<file path="config.mk">
export PLATFORM = sky130hd
export DESIGN_NAME = lcd_timing_gen
export DESIGN_NICKNAME = d
export VERILOG_FILES = /design/src/rtl/lcd_timing_gen.sv
export SDC_FILE = /design/constraint.sdc
export NUM_CORES = 1
export LEC_CHECK = 0
export CELL_PAD_IN_SITES_DETAIL_PLACEMENT = 0
export CELL_PAD_IN_SITES_GLOBAL_PLACEMENT = 1
export CORE_MARGIN = 3
export CORE_UTILIZATION = 41
export CTS_CLUSTER_DIAMETER = 50
export DETAILED_ROUTE_END_ITERATION = 16
export GPL_ROUTABILITY_DRIVEN = 0
export PLACE_DENSITY_LB_ADDON = 0.1
export SETUP_SLACK_MARGIN = 0.02
export SYNTH_ARGS = -nofsm -noshare
export SYNTH_HDL_FRONTEND = slang
export SYNTH_SLANG_ARGS = --single-unit
</file>
<file path="constraint.sdc">
create_clock -name clk -period 4.3 [get_ports clk]
set_input_delay 0.645 -clock clk [delete_from_list [all_inputs] [get_ports clk]]
set_output_delay 0.645 -clock clk [all_outputs]
set_load 0.02 [all_outputs]
</file>
<file path="src/rtl/lcd_timing_gen.sv">
// Raster timing generator for the 1024x600 LVDS panel (runs on tx_sclk).
// Produces the h/v region flags, sync pulses, data enable and pixel
// coordinates. It also issues a per-line prefetch request LINE_REQ_LEAD
// cycles before each active line. The generator starts and stops only on
// frame boundaries.
//
// Ports:
//   clk          pixel clock
//   rst          synchronous active-high reset
//   en           run enable (level)
//   h_valid      horizontal active region
//   v_valid      vertical active region
//   de           h_valid & v_valid
//   hsync        horizontal sync region
//   vsync        vertical sync lines
//   x, y         horizontal / vertical counters
//   frame_start  one-cycle pulse on the first pixel of each frame
//   line_req     one-cycle line prefetch pulse
//   line_req_y   active line index being requested (valid with line_req)
//   running      high while the raster is being scanned
module lcd_timing_gen #(
    parameter int unsigned H_ACTIVE      = 1024,
    parameter int unsigned H_FP          = 24,
    parameter int unsigned H_SYNC        = 136,
    parameter int unsigned H_BP          = 160,
    parameter int unsigned V_ACTIVE      = 600,
    parameter int unsigned V_FP          = 12,
    parameter int unsigned V_SYNC        = 3,
    parameter int unsigned V_BP          = 20,
    parameter int unsigned LINE_REQ_LEAD = 256,
    parameter int unsigned X_W           = 11,
    parameter int unsigned Y_W           = 10
) (
    input  logic           clk,
    input  logic           rst,
    input  logic           en,
    output logic           h_valid,
    output logic           v_valid,
    output logic           de,
    output logic           hsync,
    output logic           vsync,
    output logic [X_W-1:0] x,
    output logic [Y_W-1:0] y,
    output logic           frame_start,
    output logic           line_req,
    output logic [Y_W-1:0] line_req_y,
    output logic           running
);

    localparam int unsigned H_TOTAL = H_ACTIVE + H_FP + H_SYNC + H_BP;
    localparam int unsigned V_TOTAL = V_ACTIVE + V_FP + V_SYNC + V_BP;
    localparam int unsigned HS_BEG  = H_ACTIVE + H_FP;
    localparam int unsigned HS_END  = HS_BEG + H_SYNC;
    localparam int unsigned VS_BEG  = V_ACTIVE + V_FP;
    localparam int unsigned VS_END  = VS_BEG + V_SYNC;
    localparam int unsigned REQ_X   = H_TOTAL - LINE_REQ_LEAD;
    localparam int unsigned PC_W    = (LINE_REQ_LEAD > 1) ? $clog2(LINE_REQ_LEAD) : 1;

    typedef enum logic [1:0] {
        IDLE      = 2'd0,
        PRIME     = 2'd1,
        RUN       = 2'd2,
        STOP_PEND = 2'd3
    } state_t;

    state_t          state;
    logic [PC_W-1:0] pcnt;

    // Counter advance and region decode of the *next* counter values, so the
    // registered outputs line up with the counters they are stored beside.
    logic           end_line;
    logic           end_frame;
    logic [X_W-1:0] nhc;
    logic [Y_W-1:0] nvc;
    logic [Y_W-1:0] nv;
    logic           d_hv;
    logic           d_vv;
    logic           d_hs;
    logic           d_vs;
    logic           d_fs;
    logic           req_hit;

    always_comb begin
        end_line  = (x == X_W'(H_TOTAL - 1));
        end_frame = end_line && (y == Y_W'(V_TOTAL - 1));
        nhc       = end_line ? '0 : x + X_W'(1);
        nvc       = end_frame ? '0 : (end_line ? y + Y_W'(1) : y);
        nv        = (nvc == Y_W'(V_TOTAL - 1)) ? '0 : nvc + Y_W'(1);
        d_hv      = (nhc < X_W'(H_ACTIVE));
        d_vv      = (nvc < Y_W'(V_ACTIVE));
        d_hs      = (nhc >= X_W'(HS_BEG)) && (nhc < X_W'(HS_END));
        d_vs      = (nvc >= Y_W'(VS_BEG)) && (nvc < Y_W'(VS_END));
        d_fs      = (nhc == '0) && (nvc == '0);
        req_hit   = (nhc == X_W'(REQ_X)) && (nv < Y_W'(V_ACTIVE));
    end

    // Sequencer: outputs default to 0 each cycle and are overridden per state.
    always_ff @(posedge clk) begin
        if (rst) begin
            state       <= IDLE;
            pcnt        <= '0;
            x           <= '0;
            y           <= '0;
            h_valid     <= 1'b0;
            v_valid     <= 1'b0;
            de          <= 1'b0;
            hsync       <= 1'b0;
            vsync       <= 1'b0;
            frame_start <= 1'b0;
            line_req    <= 1'b0;
            line_req_y  <= '0;
            running     <= 1'b0;
        end else begin
            x           <= '0;
            y           <= '0;
            h_valid     <= 1'b0;
            v_valid     <= 1'b0;
            de          <= 1'b0;
            hsync       <= 1'b0;
            vsync       <= 1'b0;
            frame_start <= 1'b0;
            line_req    <= 1'b0;
            line_req_y  <= '0;
            running     <= 1'b0;

            case (state)
                IDLE: begin
                    pcnt <= '0;
                    if (en) begin
                        // Prefetch of line 0 goes out on the first PRIME cycle.
                        state      <= PRIME;
                        line_req   <= 1'b1;
                        line_req_y <= '0;
                    end
                end

                PRIME: begin
                    if (pcnt == PC_W'(LINE_REQ_LEAD - 1)) begin
                        pcnt <= '0;
                        if (en) begin
                            // First pixel of the first frame: hc = vc = 0.
                            state       <= RUN;
                            h_valid     <= 1'b1;
                            v_valid     <= 1'b1;
                            de          <= 1'b1;
                            frame_start <= 1'b1;
                            running     <= 1'b1;
                        end else begin
                            state <= IDLE;
                        end
                    end else begin
                        pcnt <= pcnt + PC_W'(1);
                    end
                end

                RUN, STOP_PEND: begin
                    if ((state == STOP_PEND) && !en && end_frame) begin
                        state <= IDLE;
                    end else begin
                        state       <= en ? RUN : STOP_PEND;
                        x           <= nhc;
                        y           <= nvc;
                        h_valid     <= d_hv;
                        v_valid     <= d_vv;
                        de          <= d_hv && d_vv;
                        hsync       <= d_hs;
                        vsync       <= d_vs;
                        frame_start <= d_fs;
                        running     <= 1'b1;
                        // Line-0 prefetch belongs to the next frame; skip it
                        // when that frame will not be started.
                        line_req    <= req_hit && ((nv != '0) || en);
                        line_req_y  <= req_hit ? nv : '0;
                    end
                end

                default: state <= IDLE;
            endcase
        end
    end

endmodule
</file>
-- Yosys cells after proc, flatten, opt, wreduce, memory -nomap -nowiden
Cells that the tools add are included.
- bits in registers: 49
- bits in latches: 0
- RAM bits: 0
- ROM bits: 0
- logic and storage cells: 82
- memories: 0
- add/sub/neg operators: 4
- multiply operators: 0
- divide/modulo/power cells: 0
- order comparisons: 7
- equal/unequal tests: 10
- shift operators: 0
- muxes and demuxes: 26
- bitwise operators: 2
- reductions and logical operators: 20
- operators with widths (cell ; count):
    $lt 10x10->1 const B ; 3
    $mux 10 ; 3
    $eq 11x11->1 const B ; 2
    $lt 11x11->1 const B ; 2
    $add 10x1->10 const B ; 2
    $eq 10x10->1 const B ; 2
    $pmux 8 s2 ; 1
    $pmux 1 s2 ; 6
    $add 11x1->11 const B ; 1
    $ge 11x11->1 const B ; 1
    $logic_not 11->1 ; 1
    $mux 11 ; 1
    $ge 10x10->1 const B ; 1
    $logic_not 10->1 ; 1
    $reduce_bool 10->1 ; 1
    $logic_and 1x1->1 ; 9
    $mux 1 ; 9
    $add 8x1->8 const B ; 1
    $eq 8x8->1 const B ; 1
    $mux 2 ; 4
    $mux 8 ; 1
    $pmux 2 s3 ; 1
    $eq 2x2->1 const B ; 2
    $ne 2x2->1 const B ; 2
    other kinds (10) ; 11

-- Longest topological paths before layout
Gate-level depths: netlist of run 1.
- depth in word-level cells: 10
- depth in mapped cells: 19

-- Worst setup path after synthesis of run 1
OpenSTA, ideal clock, no wires.
- path type: reg2reg
- start: register x[6]
- end: register line_req
- arrival: 3.640 ns
- data required time: 4.213 ns
- setup slack: 0.573 ns
- cell stages (with the launch flop): 18
- buffers on the path: 4
- cell sequence: dfxtp_1 buf_6 or4b_4 or3_1 buf_6 buf_6 nand2_1 a21boi_0 inv_1 ha_1 buf_6 xnor2_1 xnor2_1 o31ai_1 and3_1 a41oi_1 and4bb_1 o31ai_1
- word-level cells in the longest chain between the ends: 10
- elaborated cells between the ends (all ways): 18
- ends and longest elaborated chain (what ; RTL line ; source):
    from (decl) ; 42 ; output logic [X_W-1:0] x,
    from (signal assigned) ; 161 ; x <= nhc;
    $eq 11x11->1 * ; 84 ; end_line = (x == X_W'(H_TOTAL - 1));
    $mux 10 / $logic_and 1x1->1 (equally long branches) ; 87, 85 ;
    $mux 10 * ; 87 ; nvc = end_frame ? '0 : (end_line ? y + Y_W'(1) : y);
    via nvc[0] ; 74 ; logic [Y_W-1:0] nvc;
    $add 10x1->10 / $eq 10x10->1 (equally long branches) ; 88 ; nv = (nvc == Y_W'(V_TOTAL - 1)) ? '0 : nvc + Y_W'(1);
    $mux 10 * ; 88 ;
    $lt 10x10->1 / $reduce_bool 10->1 (equally long branches) ; 94, 172 ;
    $logic_and 1x1->1 / $logic_or 1x1->1 (equally long branches) ; 94, 172 ;
    $logic_and 1x1->1 * ; 172 ; line_req <= req_hit && ((nv != '0) || en);
    $mux 1 * ; 157 ; if ((state == STOP_PEND) && !en && end_frame) begin
    $pmux 1 s2 * ; 126 ; case (state)
    to (signal assigned) ; 172 ;
    to (decl) ; 45 ; output logic line_req,
Mark *: on every way through the listed nets, which the timed path passes. The rest lies on a longest branch.
A chain may end at the register's enable or synchronous reset.

-- Final worst setup path of run 1
- start: register x[0]
- end: register line_req
Same word-level chain as after synthesis.

==> results of run 1 <==
[path summary, 6_finish.rpt]
check                from  endpoint  depth (start not counted)
setup / recovery     x[0]  line_req                         15
hold / removal    pcnt[5]   pcnt[5]                          2
setup reg to reg     x[0]  line_req                         15
hold reg to reg   pcnt[5]   pcnt[5]                          2
[cell type report]
cell class,instances,share of cell area (%)
Multi-Input combinational cell,296,52.4
Sequential cell,49,26.4
Timing Repair Buffer,54,13.7
Tap cell,99,3.34
Clock buffer,6,2.22
Clock inverter,2,1.01
Inverter,9,0.910
[power by group]
| group | switching [mW] | internal (mW) |
|---|---|---|
| Combinational | 0.0104 | 0.00808 |
| Sequential | 0.00250 | 0.455 |
| Clock | 0.163 | 0.189 |
[per-stage QoR]
stage | utilization [%] | setup WS [ns] | hold WS [ns] | instance area [sq um]
floorplan | - | 0.573 | 0.454 | 3130
global placement | 49.0 | 0.549 | 0.463 | 3590
detailed placement | 49.0 | 0.401 | 0.484 | 3590
CTS | 50.6 | 0.381 | 0.498 | 3710
global route | 50.7 | 0.144 | 0.531 | 3710
finish | 50.7 | 0.445 | 0.493 | 3710
[cell usage after synthesis (2+ instances only)]
cell	instances	area (sq um)
sky130_fd_sc_hd__buf_2	2	10.0
sky130_fd_sc_hd__a22oi_1	2	15.0
sky130_fd_sc_hd__xnor2_1	15	131
sky130_fd_sc_hd__nand3b_1	6	45.0
sky130_fd_sc_hd__clkbuf_1	12	45.0
sky130_fd_sc_hd__nand4_1	10	62.6
sky130_fd_sc_hd__a21oi_1	17	85.1
sky130_fd_sc_hd__inv_1	9	33.8
sky130_fd_sc_hd__o21ai_0	15	75.1
sky130_fd_sc_hd__or3_1	5	31.3
sky130_fd_sc_hd__nor4_1	9	56.3
sky130_fd_sc_hd__and4_1	3	26.3
sky130_fd_sc_hd__mux2i_1	2	20.0
sky130_fd_sc_hd__and3_1	7	43.8
sky130_fd_sc_hd__clkbuf_8	2	27.5
sky130_fd_sc_hd__nor3b_1	2	15.0
sky130_fd_sc_hd__buf_6	6	67.6
sky130_fd_sc_hd__a211oi_1	4	30.0
sky130_fd_sc_hd__nand2_1	24	90.1
sky130_fd_sc_hd__nor2_1	40	150
sky130_fd_sc_hd__nor4_2	3	37.5
sky130_fd_sc_hd__buf_1	2	7.51
sky130_fd_sc_hd__and2_1	2	12.5
sky130_fd_sc_hd__nand3_1	21	105
sky130_fd_sc_hd__dfxtp_1	49	981
sky130_fd_sc_hd__nor2b_1	7	43.8
sky130_fd_sc_hd__ha_1	8	100
sky130_fd_sc_hd__a41oi_1	4	35.0
sky130_fd_sc_hd__and4b_1	2	20.0
sky130_fd_sc_hd__nand4b_1	3	26.3
sky130_fd_sc_hd__a21o_1	3	22.5
sky130_fd_sc_hd__a21boi_0	2	15.0
sky130_fd_sc_hd__nor3_1	21	105
sky130_fd_sc_hd__a31oi_1	6	37.5
sky130_fd_sc_hd__o31ai_1	4	30.0
sky130_fd_sc_hd__nand2b_1	5	31.3
sky130_fd_sc_hd__o21a_1	2	15.0
sky130_fd_sc_hd__o211ai_1	2	15.0
sky130_fd_sc_hd__o22ai_1	3	18.8
sky130_fd_sc_hd__xor2_1	6	52.6
[state kept, by name (all words and copies together), names as in the netlist]
name,cells
x,11
line_req,1
de,1
vsync,1
pcnt,8
line_req_y,10
v_valid,1
running,1
frame_start,1
h_valid,1
hsync,1
y,10
state,2
[layer usage]
layer | global-route usage, % | vias up
met4 | 4.76 | 0
li1 | - | 1466
met1 | 28.2 | 1341
met3 | 3.22 | 7
met5 | 0 | -
met2 | 28.6 | 109
[timing repair]
| item | in CTS | in global routing |
|---|---|---|
| resized for setup | 0 | 1 |
| endpoints found under the setup margin | 0 | 1 |
| hold buffers | 0 | 0 |
[cells by family after synthesis]
logic type | share of synthesized area, %
AND/OR/NAND/NOR | 33.0
multiplexers | 0.999
adder cells (fa/ha/maj) | 3.20
buffers and inverters | 6.75
AO/OA/AOI/OAI | 17.5
XOR/XNOR | 7.27
flip-flops | 31.3
[worst max-delay path, delay by kind of cell (launching register included)]
family	cells	cell delay, ns
compound gates	5	0.76
fa+ha+maj	2	0.69
buf+inv	1	0.11
flops	1	0.43
mux	1	0.28
simple gates	6	1.49
==> key figures, run 1 <==
Pwr
  • Total power after layout: 828 uW
  • Leakage power total: 1.23 nW
  • Peak ir drop on the vdd network: 0.168 mV
  • Power density relative to cell area: 223 mW/mm^2

Detailed routing
  • Wirelength per Cell: 15.7 um
  • Post-Route M1 WL: 4.04 mm
  • Mean number of vias per cell: 5.68
  • Post-DRT Antenna Nets: 0
  • Number of remaining DRC errors: 0
  • Starting DRC count in detailed routing: 174
  • Vias post-DR: 2923
  • Wire length on met3: 524 um
  • Uppermost routed layer: met4
  • Routed met2 length: 3.45 mm
  • TritonRoute pass-1 iters: 5
  • Total Routed Length: 8.10 mm

Synthesis
  • Number of distinct standard cells referenced by the synthesized netlist: 74
  • Number of enable-type register cells in the synthesized netlist: 0
  • Register area share after synthesis: 31.3%
  • Fraction of registers with async set/reset: 0%
  • Mapped cell area: 0.00313 sq mm
  • Synthesized Nets: 392
  • Yosys warning total: 0
  • Syn Area/Cell: 8.22 sq um
  • Flip-flop and latch count after synthesis: 49
  • Number of instances in the synthesized netlist: 381
  • Top FF cell, synth: sky130_fd_sc_hd__dfxtp_1

Worst setup path
  • FF-to-FF setup slack: 0.45 ns
  • Worst Setup End Kind: flop
  • Arrival time at the worst endpoint: 4.07 ns
  • Required time of the worst setup path: 4.52 ns
  • Maximum single-stage delay on the critical path: 0.46 ns
  • Cell breakdown of the critical path: ha_2, nand2_1, or3_1, nor2_1, a21boi_0, inv_1, ha_1, nand2_1, mux2_2, o21ai_0, o31ai_1, or2_2, a41oi_1, and4bb_1, o31ai_1
  • Worst setup SP type: flop
  • Class of the most critical setup path: flop to flop
  • Max FO, Critical Path: 10
  • Slowest cell on the critical path: sky130_fd_sc_hd__or3_1

STA
  • Portion of the clock cycle consumed by the worst path in the final layout: 89.6%
  • Final setup fails: 0
  • Crit path time final: 3.85 ns
  • Count of endpoints failing hold in the final timing report: 0
  • Relative max-transition margin: 45.5%
  • Final-layout setup total negative slack: 0 ns
  • Transition time at the pin with the least slew margin: 0.810 ns
  • Setup repair after global routing missed its margin: false
  • Clock Skews: 0.0136 ns
  • Max-slew violation count: 0
  • Max Fclk: 0.259 GHz

Clock tree
  • Clock insertion delay at the later pin of the skew report: 0.31 ns
  • Clock tree from TritonCTS: built
  • Number of buffers between clock root and the deepest sink: 2
  • Clock slew at the register clock pins of the worst setup and hold paths: 0.09 ns
  • H-tree lvl count: 2
  • Total number of clock tree sinks: 49
  • CTS Root Buffer Type: sky130_fd_sc_hd__clkbuf_8
  • Inserted Clock Buffers: 5
  • Number of buffers added for setup after CTS: 0

Finish
  • Most frequent cells in the layout: sky130_fd_sc_hd__dfxtp_1 (49), sky130_fd_sc_hd__clkdlybuf4s50_1 (41), sky130_fd_sc_hd__nor2_1 (40), sky130_fd_sc_hd__nand2_1 (24), sky130_fd_sc_hd__nand3_1 (21)
  • Number of nets in the layout: 426
  • Number of non-filler instances in the completed layout: 515
  • Share of final-layout standard cells stronger than drive strength 1: 10.3%
  • Seq. cell area: 981 sq um
  • Layout overhead on the synthesized area: 18.6%
  • Antenna fix cells: 0
  • Final-layout fill cell count: 728
  • Commonest non-fill, non-tap cell in the layout: sky130_fd_sc_hd__dfxtp_1
  • Multi-input gate area in the final layout: 0.00195 sq mm

Die
  • DIE HEIGHT: 93.4 um
  • Die X: 93.4 um
  • Core Region: 0.00733 sq mm
  • Num rows: 31
  • I/O Pins: 42
  • Effective utilization at floorplan: 42.7%
  • Area of the die: 0.00872 sq mm

Job
  • Max_cap viols: 0

Global route
  • Initial antenna violation count: 0
  • Overall track demand over capacity in global routing: 19.1%
  • Remaining global-route overflow: 0
  • Wire length of the first global-routing pass: 13.2 mm
  • Largest net degree at the start of global routing: 22
  • Vias in the first global route: 2598

Placement
  • IO buf count: 41
  • Total placed cells including tap cells: 507
  • Post-DP HPWL: 5.94 mm

Status
  • Run status: completed

Min path
  • HP Class: flop to flop
Power figures use the tool's default switching activity.
==> run 2: changes to the inputs <==
--- a/config.mk
+++ b/config.mk
@@ -5,6 +5,7 @@
 export SDC_FILE = /design/constraint.sdc
 export NUM_CORES = 1
 export LEC_CHECK = 0
+export ABC_CLOCK_PERIOD_IN_PS = 4300
 export CELL_PAD_IN_SITES_DETAIL_PLACEMENT = 0
 export CELL_PAD_IN_SITES_GLOBAL_PLACEMENT = 1
 export CORE_MARGIN = 3
==> results of run 2 <==
Final layout, timing and power as in run 1 (identical DEF).
